`src/rtl/rr_buffered_router.sv`:
```
// NUM_PORTS x NUM_PORTS buffered router: a FIFO per input, a round-robin arbiter and
// a registered valid/ready output stage per output, routed on an address bit-field.
module rr_buffered_router #(
  parameter int unsigned ADDR_WIDTH = 32,
  parameter int unsigned DATA_WIDTH = 32,
  parameter int unsigned NUM_PORTS  = 4,
  parameter int unsigned FIFO_DEPTH = 4,
  parameter int unsigned SEL_LSB    = 0,
  localparam int unsigned PW        = $clog2(NUM_PORTS)
) (
  input  logic                             clk,
  input  logic                             reset,
  input  logic [NUM_PORTS*ADDR_WIDTH-1:0]  in_addr,
  input  logic [NUM_PORTS*DATA_WIDTH-1:0]  in_data,
  input  logic [NUM_PORTS-1:0]             in_valid,
  output logic [NUM_PORTS-1:0]             in_ready,
  output logic [NUM_PORTS*DATA_WIDTH-1:0]  out_data,
  output logic [NUM_PORTS*PW-1:0]          out_src,
  output logic [NUM_PORTS-1:0]             out_valid,
  input  logic [NUM_PORTS-1:0]             out_ready,
  output logic [NUM_PORTS-1:0]             fifo_full
);

  localparam int unsigned AW = $clog2(FIFO_DEPTH);
  localparam int unsigned CW = AW + 1;

  // Input FIFO storage (no reset needed: validity is tracked by the pointers)
  logic [DATA_WIDTH-1:0] mem_data_q [NUM_PORTS][FIFO_DEPTH];
  logic [PW-1:0]         mem_dest_q [NUM_PORTS][FIFO_DEPTH];

  logic [AW-1:0] wr_ptr_q [NUM_PORTS];
  logic [AW-1:0] rd_ptr_q [NUM_PORTS];
  logic [CW-1:0] cnt_q    [NUM_PORTS];
  logic [CW-1:0] cnt_d    [NUM_PORTS];

  logic [NUM_PORTS-1:0]  full, empty, push, pop;
  logic [DATA_WIDTH-1:0] in_data_lane [NUM_PORTS];
  logic [PW-1:0]         in_dest      [NUM_PORTS];
  logic [DATA_WIDTH-1:0] head_data    [NUM_PORTS];
  logic [PW-1:0]         head_dest    [NUM_PORTS];

  // Output stage and arbitration
  logic [DATA_WIDTH-1:0] out_data_q [NUM_PORTS];
  logic [DATA_WIDTH-1:0] out_data_d [NUM_PORTS];
  logic [PW-1:0]         out_src_q  [NUM_PORTS];
  logic [PW-1:0]         out_src_d  [NUM_PORTS];
  logic [PW-1:0]         rr_ptr_q   [NUM_PORTS];
  logic [PW-1:0]         rr_ptr_d   [NUM_PORTS];
  logic [NUM_PORTS-1:0]  out_valid_q, out_valid_d;
  logic [NUM_PORTS-1:0]  load_en, gnt_vld;
  logic [PW-1:0]         gnt_idx    [NUM_PORTS];
  logic [PW-1:0]         idx;

  logic unused_addr_bits;
  assign unused_addr_bits = ^in_addr;

  always_comb begin
    for (int i = 0; i < NUM_PORTS; i++) begin
      full[i]         = (cnt_q[i] == CW'(FIFO_DEPTH));
      empty[i]        = (cnt_q[i] == '0);
      push[i]         = in_valid[i] && !full[i];
      in_data_lane[i] = in_data[i*DATA_WIDTH +: DATA_WIDTH];
      in_dest[i]      = in_addr[i*ADDR_WIDTH + SEL_LSB +: PW];
      head_data[i]    = mem_data_q[i][rd_ptr_q[i]];
      head_dest[i]    = mem_dest_q[i][rd_ptr_q[i]];
    end
  end

  assign in_ready  = ~full;
  assign fifo_full = full;

  // Per-output round-robin search starting at rr_ptr, wrapping modulo NUM_PORTS
  always_comb begin
    idx = '0;
    for (int j = 0; j < NUM_PORTS; j++) begin
      load_en[j] = !out_valid_q[j] || out_ready[j];
      gnt_vld[j] = 1'b0;
      gnt_idx[j] = '0;
      for (int off = 0; off < NUM_PORTS; off++) begin
        idx = rr_ptr_q[j] + PW'(off);
        if (load_en[j] && !gnt_vld[j] && !empty[idx] && (head_dest[idx] == PW'(j))) begin
          gnt_vld[j] = 1'b1;
          gnt_idx[j] = idx;
        end
      end
    end
  end

  always_comb begin
    pop = '0;
    for (int i = 0; i < NUM_PORTS; i++) begin
      for (int j = 0; j < NUM_PORTS; j++) begin
        if (gnt_vld[j] && (gnt_idx[j] == PW'(i))) begin
          pop[i] = 1'b1;
        end
      end
    end
  end

  always_comb begin
    for (int i = 0; i < NUM_PORTS; i++) begin
      cnt_d[i] = cnt_q[i];
      if (push[i] && !pop[i]) begin
        cnt_d[i] = cnt_q[i] + CW'(1);
      end else if (pop[i] && !push[i]) begin
        cnt_d[i] = cnt_q[i] - CW'(1);
      end
    end
  end

  always_ff @(posedge clk or negedge reset) begin
    if (!reset) begin
      for (int i = 0; i < NUM_PORTS; i++) begin
        wr_ptr_q[i] <= '0;
        rd_ptr_q[i] <= '0;
        cnt_q[i]    <= '0;
      end
    end else begin
      for (int i = 0; i < NUM_PORTS; i++) begin
        cnt_q[i] <= cnt_d[i];
        if (push[i]) wr_ptr_q[i] <= wr_ptr_q[i] + AW'(1);
        if (pop[i])  rd_ptr_q[i] <= rd_ptr_q[i] + AW'(1);
      end
    end
  end

  always_ff @(posedge clk) begin
    for (int i = 0; i < NUM_PORTS; i++) begin
      if (push[i]) begin
        mem_data_q[i][wr_ptr_q[i]] <= in_data_lane[i];
        mem_dest_q[i][wr_ptr_q[i]] <= in_dest[i];
      end
    end
  end

  // Output registers only move when free or draining; otherwise everything holds
  always_comb begin
    for (int j = 0; j < NUM_PORTS; j++) begin
      out_data_d[j]  = out_data_q[j];
      out_src_d[j]   = out_src_q[j];
      out_valid_d[j] = out_valid_q[j];
      rr_ptr_d[j]    = rr_ptr_q[j];
      if (load_en[j]) begin
        if (gnt_vld[j]) begin
          out_data_d[j]  = head_data[gnt_idx[j]];
          out_src_d[j]   = gnt_idx[j];
          out_valid_d[j] = 1'b1;
          rr_ptr_d[j]    = gnt_idx[j] + PW'(1);
        end else begin
          out_valid_d[j] = 1'b0;
        end
      end
    end
  end

  always_ff @(posedge clk or negedge reset) begin
    if (!reset) begin
      out_valid_q <= '0;
      for (int j = 0; j < NUM_PORTS; j++) begin
        out_data_q[j] <= '0;
        out_src_q[j]  <= '0;
        rr_ptr_q[j]   <= '0;
      end
    end else begin
      out_valid_q <= out_valid_d;
      for (int j = 0; j < NUM_PORTS; j++) begin
        out_data_q[j] <= out_data_d[j];
        out_src_q[j]  <= out_src_d[j];
        rr_ptr_q[j]   <= rr_ptr_d[j];
      end
    end
  end

  always_comb begin
    for (int j = 0; j < NUM_PORTS; j++) begin
      out_data[j*DATA_WIDTH +: DATA_WIDTH] = out_data_q[j];
      out_src[j*PW +: PW]                  = out_src_q[j];
    end
  end

  assign out_valid = out_valid_q;

endmodule
```
`config.mk`:
```
export PLATFORM = sky130hd
export DESIGN_NAME = rr_buffered_router
export DESIGN_NICKNAME = d
export VERILOG_FILES = /design/src/rtl/rr_buffered_router.sv
export SDC_FILE = /design/constraint.sdc
export NUM_CORES = 1
export LEC_CHECK = 0
export ABC_CLOCK_PERIOD_IN_PS = 11100
export CELL_PAD_IN_SITES_DETAIL_PLACEMENT = 0
export CELL_PAD_IN_SITES_GLOBAL_PLACEMENT = 1
export CORE_ASPECT_RATIO = 0.9
export CORE_MARGIN = 8
export CORE_UTILIZATION = 40
export CTS_BUF_LIST = sky130_fd_sc_hd__clkbuf_8
export CTS_CLUSTER_DIAMETER = 50
export DETAILED_ROUTE_END_ITERATION = 10
export PLACE_DENSITY_LB_ADDON = 0.08
export SYNTH_ARGS = -nofsm -noshare
export SYNTH_HDL_FRONTEND = slang
export SYNTH_SLANG_ARGS = --single-unit
```
`constraint.sdc`:
```
create_clock -name clk -period 11.1 [get_ports clk]
set_input_delay 1.665 -clock clk [delete_from_list [all_inputs] [get_ports clk]]
set_output_delay 1.665 -clock clk [all_outputs]
set_load 0.02 [all_outputs]
```
# --- Word level (Yosys, flattened, before mapping) ---
# Memories as Yosys holds them, arrays and structs flattened.
# Cells that the tools add are included.
totals:
  reg_bits: 176
  latchBits: 0
  ram_bits: 544
  mem_bits_ro: 0
  out_inout_bits: 148
  elab_cells: 515
  n_memories: 2
op_classes:
  addsub: 32
  mul: 0
  div_mod_pow: 0
  order_cmp: 48
  n_eq_ne: 28
  shift: 0
  muxes: 204
  n_bitwise: 29
  n_reduce_logical: 144
memory_table:
  columns: ["name", "words", "width", "rd", "rd_ports_with_merged_regs", "write_ports", "line_no", "rtl"]
  rows:
  - ["mem_data_q", 4, 128, 4, 0, 4, "28", "logic [DATA_WIDTH-1:0] mem_data_q [NUM_PORTS][FIFO_DEPTH];"]
  - ["mem_dest_q", 4, 8, 4, 0, 4, "29", "logic [PW-1:0] mem_dest_q [NUM_PORTS][FIFO_DEPTH];"]
ops:
  columns: ["op", "count"]
  rows:
  - ["$mux 32", 20]
  - ["$bmux 32 s2", 8]
  - ["$mux 128", 4]
  - ["$demux 32 s2", 4]
  - ["$mux 2", 60]
  - ["$ge 3x3->1 const B", 28]
  - ["$not 2->3", 28]
  - ["$bmux 2 s2", 20]
  - ["$logic_and 1x1->1", 76]
  - ["$mux 1", 56]
  - ["$lt 2x3->1 const B", 16]
  - ["$logic_not 1->1", 44]
  - ["$add 2x1->2 const B", 16]
  - ["$bmux 1 s2", 16]
  - ["$eq 2x2->1 const B", 16]
  - ["$mux 8", 4]
  - ["$mux 3", 8]
  - ["$add 2x2->2 const B", 8]
  - ["$demux 2 s2", 4]
  - ["$eq 2x1->1 const B", 8]
  - ["$logic_not 2->1", 8]
  - ["$add 3x1->3 const B", 4]
  - ["$eq 3x3->1 const B", 4]
  - ["$logic_not 3->1", 4]
  - ["6 further kinds", 21]

# --- Longest topological paths before layout ---
# Gate-level depths: netlist of run 1.
logic_depth:
  ltp_word: 34
  mapped_depth: 20
  mapped_depth_nobuf: 17

# --- Worst setup path before layout of run 1 ---
# OpenSTA, ideal clock, no wires.
synth_path:
  kind: "input port to flip-flop"
  startpoint: "input port out_ready[1]"
  endpoint: "register cnt_q[8] in the netlist's numbering"
  t_arrival_ns: 4.266
  required_ns: 11.021
  setup_slack_ns: 6.755
  stages: 14
  cell_sequence: "nand2b_1 > buf_2 > o211ai_1 > o41a_1 > o31a_1 > buf_4 > and2_1 > nor4_2 > ha_1 > inv_1 > fa_1 > xor2_1 > nor2_1 > xor2_1"
synth_via:
  elab_chain_cells: 27
  elab_cells_between_ends: 33
  cone_classes: "eq/ne (1); mux (12); reduce/logical (20)"
synth_rtl:
  columns: ["element", "line_no", "rtl"]
  rows:
  - ["start: declaration", "20", "input logic [NUM_PORTS-1:0] out_ready,"]
  - ["$logic_or 1x1->1 *", "76", "load_en[j] = !out_valid_q[j] || out_ready[j];"]
  - ["$logic_and 1x1->1 (2 in series)", "81", "if (load_en[j] && !gnt_vld[j] && !empty[idx] && (head_dest[idx] == PW'(j))) begin"]
  - ["$mux 1", "81", null]
  - ["$logic_not 1->1", "81", null]
  - ["$logic_and 1x1->1 (3 in series)", "81", null]
  - ["$mux 1", "81", null]
  - ["$logic_not 1->1", "81", null]
  - ["$logic_and 1x1->1 (3 in series)", "81", null]
  - ["[... 2 more ...]", null, null]
  - ["$logic_and 1x1->1 (3 in series)", "81", null]
  - ["$mux 2", "81", null]
  - ["$eq 2x1->1", "93", "if (gnt_vld[j] && (gnt_idx[j] == PW'(i))) begin"]
  - ["$logic_and 1x1->1 *", "93", null]
  - ["$mux 1 * (3 in series)", "93", null]
  - ["$logic_not 1->1", "103", "if (push[i] && !pop[i]) begin"]
  - ["$logic_and 1x1->1", "103", null]
  - ["$mux 3 / $reduce_bool 2->1 (equally long branches)", null, null]
  - ["end signal: indexed assignment", "120", "cnt_q[i] <= cnt_d[i];"]
  - ["end: declaration", "33", "logic [CW-1:0] cnt_q [NUM_PORTS];"]
# Mark *: on every way between the ends. The rest lies on a longest branch, timed or not.
# A chain may end at the register's enable or synchronous reset.

# --- Worst setup path after layout of run 1 ---
layout_path:
  startpoint: "register rd_ptr_q[6] in the netlist's numbering"
  endpoint: "register cnt_q[8] in the netlist's numbering"
layout_via:
  elab_chain_cells: 34
  elab_cells_between_ends: 169
  cone_classes: "eq/ne (16); mux (88); bitwise (1); reduce/logical (64)"
layout_rtl:
  columns: ["element", "line_no", "rtl"]
  rows:
  - ["start: declaration", "32", "logic [AW-1:0] rd_ptr_q [NUM_PORTS];"]
  - ["start signal: indexed assignment", "122", "if (pop[i]) rd_ptr_q[i] <= rd_ptr_q[i] + AW'(1);"]
  - ["$not 2->3 (implied by the code) *", "65", "head_dest[i] = mem_dest_q[i][rd_ptr_q[i]];"]
  - ["$bmux 2 s2 *", "65", null]
  - ["$mux 2 (implied by the code) * (2 in series)", "65", null]
  - ["$bmux 2 s2", "81", null]
  - ["$mux 2 (implied by the code) (2 in series)", "81", null]
  - ["$logic_not 2->1", "81", null]
  - ["$logic_and 1x1->1", "81", null]
  - ["$mux 1", "81", null]
  - ["[... 14 more ...]", null, null]
  - ["$mux 2", "81", null]
  - ["$eq 2x1->1", "93", null]
  - ["$logic_and 1x1->1", "93", null]
  - ["$mux 1 (3 in series)", "93", null]
  - ["$mux 1 *", "93", null]
  - ["$logic_not 1->1", "103", null]
  - ["$logic_and 1x1->1", "103", null]
  - ["$mux 3 / $reduce_bool 2->1 (equally long branches)", null, null]
# Mark *: on every way between the ends. The rest lies on a longest branch, timed or not. The select of a mux whose other input is x is not followed.

==> results.toml, run 1 <==
[drt]
ant_nets = 0
routedWlPerCell_um = 28.03
drc = 0
vias_per_cell = 5.497
wirelength_um = 96320
drtIter0Drc = 1313
drtPass1Iterations = 5
num_vias = 18890

[power]
power_uw = 14250
ir_worst_vdd_v = 0.0002935
p_sw_uw = 6023
seqPwrFrac_pct = 30.1
swShare_pct = 42.26
p_comb_share_pct = 52.8
internal_power_uw = 8227
p_clk_share_pct = 17.1
p_leak_uw = 0.01383
power.density_nw_per_um2 = 370.4

[die]
initial_utilization_pct = 40.27
die_area_um2 = 89060
die-height_um = 283.9
design.core.area_um2 = 79210
dieWidth_um = 313.7
row_count = 98
io-pin-count = 414

[setup_path]
critical_path_class = "reg2reg"
crit_required_ps = 11760
crit_fanout = 45
crit_arrival_ps = 6310
start_kind = "flip-flop"
critPathCaptureType = "flip-flop"

[clocking]
insertion_delay_ps = 770
clock_path_buffers = 3
cts.sinks = 720
cts_hold_buffers = 0
post_cts_resized = 0
cts_tree = "built"
clk_pin_slew_worst_paths_ps = 60
cts-htree-levels = 4
cts_setup_buffers = 0
cts-root-buf = "clkbuf_8"
cts_made_buffers = 130

[min_path]
min_path_type = "reg2reg"

[global_routing]
grt_first_pass_wirelength_um = 140100
busiest_layer = "met2"
use_met3_pct = 4.848
grt_max_degree = 70
antenna_found_initial = 10
use_met1_pct = 26.11
track_usage_pct = 21.44
grt-ovfl-total = 0
grt_pass1_vias = 20060
gr-usage-met2_pct = 37.35

[yosys]
ys_top_cells_by_area = "edfxtp_1 51%, dfrtp_1 14%, mux4_2 9.8%, mux2i_1 6.0%, mux2_2 3.4%"
synth.most_common_cell = "edfxtp_1"
yosys-top-cells-count = "544 x edfxtp_1, 192 x mux2i_1, 176 x dfrtp_1"
syn_inst = 1935
synth_nets = 2229
yosys.area.top_type = "edfxtp_1"
synth.distinct_cells = 81
yosysTopAreaCellShare_pct = 51.21
yosysWarnings = 0
syn_area_per_cell_um2 = 16.49
ys.flop_type = "edfxtp_1"
synth_edf_count = 544
ys_ff_latch = 720
synthArstFlopShare_pct = 24.44
ys_seq_area_share_pct = 65.01
syn-cell-area_um2 = 31900

[timing]
finalSetupViolations = 0
clock_skew_ps = 42.13
max_freq_mhz = 177.0
fin_setup_tns_ps = 0
min_period_ps = 5649
drv_slew = 0
max_slew.worst_pin.slew_ps = 1160
post-route-period-util_pct = 50.89
timing.slew.headroom_pct = 22.46
hold_viol_final = 0
rsz0062_at_grt = "false"

[place]
io_buffer_count = 293
dp_hpwl_um = 65030
gp_congestion = 0.8302

[cells_and_area]
drive_above_1_share_pct = 20.86
num-nets-final = 2569
syn2layout_area_growth_pct = 20.59

[job]
max_cap_viol_count = 0

[run_status]
status = "completed"
worst paths after layout:
kind / from / to / slack (ps) / cells after the start
worst min register to register: out_src[5] / out_src[5] / 480 / 1
worst min-delay path: out_src[5] / out_src[5] / 480 / 1
max in group asynchronous: reset / rd_ptr_q[2] / 8830 / 2
min in group asynchronous: reset / cnt_q[9] / 870 / 1
worst max register to register: rd_ptr_q[6] / cnt_q[8] / 5450 / 16
worst max-delay path: rd_ptr_q[6] / cnt_q[8] / 5450 / 16
per-stage QoR:
| stage | hold slack, ps | utilization, % | setup WS [ps] | instance area (um2) | std cells |
|---|---|---|---|---|---|
| 2_1_floorplan | 475.9 | - | 6755 | 31900 | 1935 |
| 3_3_place_gp | 463.1 | 45.35 | 5420 | 35920 | 3193 |
| 3_5_place_dp | 467.9 | 45.35 | 5359 | 35920 | 3193 |
| 4_1_cts | 480.9 | 48.55 | 5405 | 38460 | 3432 |
| 5_1_grt | 507.6 | 48.56 | 4931 | 38460 | 3434 |
| 6_report | 478.6 | 48.57 | 5451 | 38470 | 3436 |
layout by cell type (no fill, tap or decap), drive strengths merged, types with 5 or more instances in the layout:
master	n
edfxtp	544
clkdlybuf4s50	292
mux2i	192
dfrtp	176
clkbuf	140
mux4	139
nand2	131
nor2	100
mux2	100
inv	84
o21ai	50
o221a	33
clkinv	33
a221oi	32
a221o	32
buf	29
nand2b	26
ha	24
and3	16
xnor2	16
a21oi	15
nor3	13
and2	12
nor4	10
nand3	9
xor2	9
o211ai	8
nor4bb	7
o22ai	7
o221ai	7
nor4b	7
o41ai	7
or2	7
clkinvlp	6
or3	5
a31oi	5
bufinv	5
power groups by stage:
stage                     logic [uW]  clock network (uW)  registers [uW]
after detailed placement        7610                   0            4350
after global placement          7510                   0            4330
after floorplan                 4900                   0            4360
after CTS                       7640                2510            4300
final                           7520                2430            4290
after global routing            8100                2620            4360
routing by layer:
metal / vias to the layer above / share of wire (%) / routed length, um
met4: 10 / 2.7 / 2606
li1: 8417 / - / -
met5: - / 0.060 / 58
met1: 9823 / 40 / 38810
met3: 143 / 5.3 / 5109
met2: 493 / 52 / 49730
cells by family (layout without fill, tap and decap cells):
family                     count (synthesis)  after routing  share of synthesized area (%)
xor gates and xnor gates                  25             25                         0.6864
and+or+nand+nor                          355            355                          5.424
other                                      0              4                              0
buffers and inverters                    142            589                          2.114
muxes                                    431            431                          19.37
adders and majority gates                 28             28                          1.192
DFF                                      720            720                          65.01
AOI/OAI and AO/OA                        234            234                          6.205
sequential cells by signal, indices dropped and copies added, names as in the netlist:
name        count
wr_ptr_q        8
mem_data_q    512
rr_ptr_q        8
out_valid       4
cnt_q          12
rd_ptr_q        8
out_data      128
mem_dest_q     32
out_src         8
area by class of cell:
type                    count  area [um2]
well taps                1050        1314
fillers                  6856       40740
repair buffers            322        3154
multi-input cells        1073       10600
clock inverters           100       623.1
inverters                  28       105.1
clock buffers             139        1913
flip-flops and latches    720       20750
diodes                      4       10.01
worst max-delay path, stage by stage, from the launching register on:
cell and delay, ps:
dfrtp_2 340, buf_4 630, a311oi_1 100, a311oi_1 930
nand2_1 120, a21oi_1 190, a2bb2oi_1 490, inv_2 510
ha_1 380, and2_1 180, nor4_2 480, ha_1 310
inv_1 70, fa_1 380, xor2_1 170, nor2_1 110
xor2_1 170
(Power assumes the default switching activity.)
==> inputs of run 2 (changes only) <==
--- a/config.mk
+++ b/config.mk
@@ -5,7 +5,7 @@
 export SDC_FILE = /design/constraint.sdc
 export NUM_CORES = 1
 export LEC_CHECK = 0
-export ABC_CLOCK_PERIOD_IN_PS = 11100
+export ABC_CLOCK_PERIOD_IN_PS = 5100
 export CELL_PAD_IN_SITES_DETAIL_PLACEMENT = 0
 export CELL_PAD_IN_SITES_GLOBAL_PLACEMENT = 1
 export CORE_ASPECT_RATIO = 0.9
==> constraint.sdc (replaced) <==
create_clock -name clk -period 5.1 [get_ports clk]
set_input_delay 0.765 -clock clk [delete_from_list [all_inputs] [get_ports clk]]
set_output_delay 0.765 -clock clk [all_outputs]
set_load 0.02 [all_outputs]
==> results.toml, run 2 (synthesis gave the netlist of run 1 again) <==
[drt]
wirelength_um = 95090
vias_per_cell = 5.517
drc = 0
drtIter0Drc = 1060
num_vias = 18960
routedWlPerCell_um = 27.67
drtPass1Iterations = 7
ant_nets = 0

[clocking]
post_cts_resized = 0
clock_path_buffers = 3
cts_hold_buffers = 1
cts.sinks = 720
cts_made_buffers = 130
clk_pin_slew_worst_paths_ps = 60
cts-root-buf = "clkbuf_8"
insertion_delay_ps = 760
cts_setup_buffers = 0
cts_tree = "built"
cts-htree-levels = 4

[setup_path]
regToRegEndpoint = "cnt_q[8]"
cp_top_family = "compound AO/OA/AOI/OAI gates"
critPathCaptureType = "flip-flop"
crit_arrival_ps = 5310
cp.depth = 14
crit_start = "rd_ptr_q[4]"
slowest_stage = "o21ai_4"
endpoint = "cnt_q[8]"
rrSetupSlack_ps = 460
start_kind = "flip-flop"
crit_fanout = 18
critical_path_class = "reg2reg"
crit_required_ps = 5760
r2r_start = "rd_ptr_q[4]"
worst-path-buf-inv = 1
r2r_cells = 14
cp_cell_sequence = "and4b_1, o41ai_4, o221ai_1, nand2_1, a31oi_1, o21ai_4, nor2_1, nor4_2, ha_1, inv_1, fa_1, xor2_1, nor2_1, xor2_1"
cpPeakStageDelay_ps = 760

[place]
dp.cells = 3201
gp_congestion = 0.8330
dp_hpwl_um = 64890
io_buffer_count = 293
post-place-ws_ps = 497.5

[timing]
clock_skew_ps = 30.97
drv_slew = 0
rsz0062_at_grt = "false"
hold_viol_final = 0
post-route-period-util_pct = 91.04
max_freq_mhz = 215.4
fin_setup_tns_ps = 0
timing.slew.headroom_pct = 20.16
setup_ws_ps = 456.8
max_slew.worst_pin.slew_ps = 1198
min_period_ps = 4643
finalSetupViolations = 0

[die]
io-pin-count = 414
die_area_um2 = 89060
dieWidth_um = 313.7
design.core.area_um2 = 79210
die-height_um = 283.9
row_count = 98
initial_utilization_pct = 40.27

[global_routing]
grt_pass1_vias = 19800
grt_first_pass_wirelength_um = 137300
grt_max_degree = 120
antenna_found_initial = 7
grt-ovfl-total = 0
track_usage_pct = 21.02

[job]
max_cap_viol_count = 0

[cells_and_area]
drive_above_1_share_pct = 21.09
nFillCells = 6867
stdcell_count = 3437
syn2layout_area_growth_pct = 20.67
final_common_cell = "edfxtp_1"
num-nets-final = 2578
largest_reg_flops = 512
layout_common_cells = "544 x edfxtp_1, 292 x clkdlybuf4s50_1, 192 x mux2i_1"

[min_path]
min_path_type = "reg2reg"

[power]
p_leak_uw = 0.01384
ir_worst_vdd_v = 0.0007843
power.density_nw_per_um2 = 804.1

[run_status]
status = "completed"
run 2: cell types whose count changed in the layout (fill, tap and decap cells not counted):
| cell | delta |
|---|---|
| inv_1 | -7 |
| buf_4 | +6 |
| clkinvlp_4 | -4 |
| inv_6 | +4 |
| clkinv_1 | +3 |
| buf_12 | +2 |
| diode_2 | -2 |
| bufinv_16 | -1 |
| clkbuf_8 | -1 |
| clkinv_2 | +1 |
| dlygate4sd3_1 | +1 |
| inv_12 | -1 |
run 2: cell type report:
type | count | area, um2 | share of cell area [%]
inverter | 28 | 105.1 | 0.2730
clock buffer | 138 | 1899 | 4.934
timing repair buffer | 331 | 3249 | 8.441
sequential | 720 | 20750 | 53.90
multi-input combinational | 1073 | 10600 | 27.54
clock inverter | 95 | 571.8 | 1.485
antenna | 2 | 5.005 | 0.01300
tap | 1050 | 1314 | 3.413
run 2: worst reg2reg max path: stages (launching register included):
cell and delay [ps]:
dfrtp_2 490, and4b_1 280, o41ai_4 630, o221ai_1 270
nand2_1 150, a31oi_1 130, o21ai_4 760, nor2_1 210
nor4_2 480, ha_1 270, inv_1 60, fa_1 370
xor2_1 170, nor2_1 110, xor2_1 160
run 2: report_power, final:
part	total, uW	internal (uW)	leakage (uW)	switching [uW]
clock	5190	2730	0.00143	2460
combinational	16400	7010	0.00538	9350
sequential	9400	8190	0.00703	1210
total	31000	17900	0.0138	13000
run 2: per-stage QoR:
| step | utilization [%] | power, uW | hold slack, ps | instance area, um2 |
|---|---|---|---|---|
| after floorplan | - | 20160 | 469.4 | 31900 |
| after global placement | 45.46 | 25740 | 465.6 | 36010 |
| after detailed placement | 45.46 | 26010 | 469.9 | 36010 |
| after CTS | 48.59 | 31320 | 483.2 | 38490 |
| after global routing | 48.60 | 32710 | 520.1 | 38490 |
| final | 48.60 | 30950 | 476.5 | 38490 |
run 2: per-layer routing:
metal / global-route usage, % / wire (um) / vias up
met4: 7.242 / 2739 / 8
met2: 36.73 / 49040 / 584
met5: 0 / 56 / -
li1: - / - / 8421
met1: 25.75 / 38090 / 9794
met3: 4.323 / 5164 / 155
run 2: worst min path at each step:
| stage | cells after the start | start | to | slack [ps] |
|---|---|---|---|---|
| after detailed placement | 2 | out_src[4] | out_src[4] | 470 |
| after floorplan | 0 | reset | cnt_q[0] | 470 |
| after global routing | 2 | out_data[14] | out_data[14] | 520 |
| after global placement | 2 | out_src[4] | out_src[4] | 470 |
| final | 2 | out_src[4] | out_src[4] | 480 |
| after CTS | 2 | out_src[4] | out_src[4] | 480 |
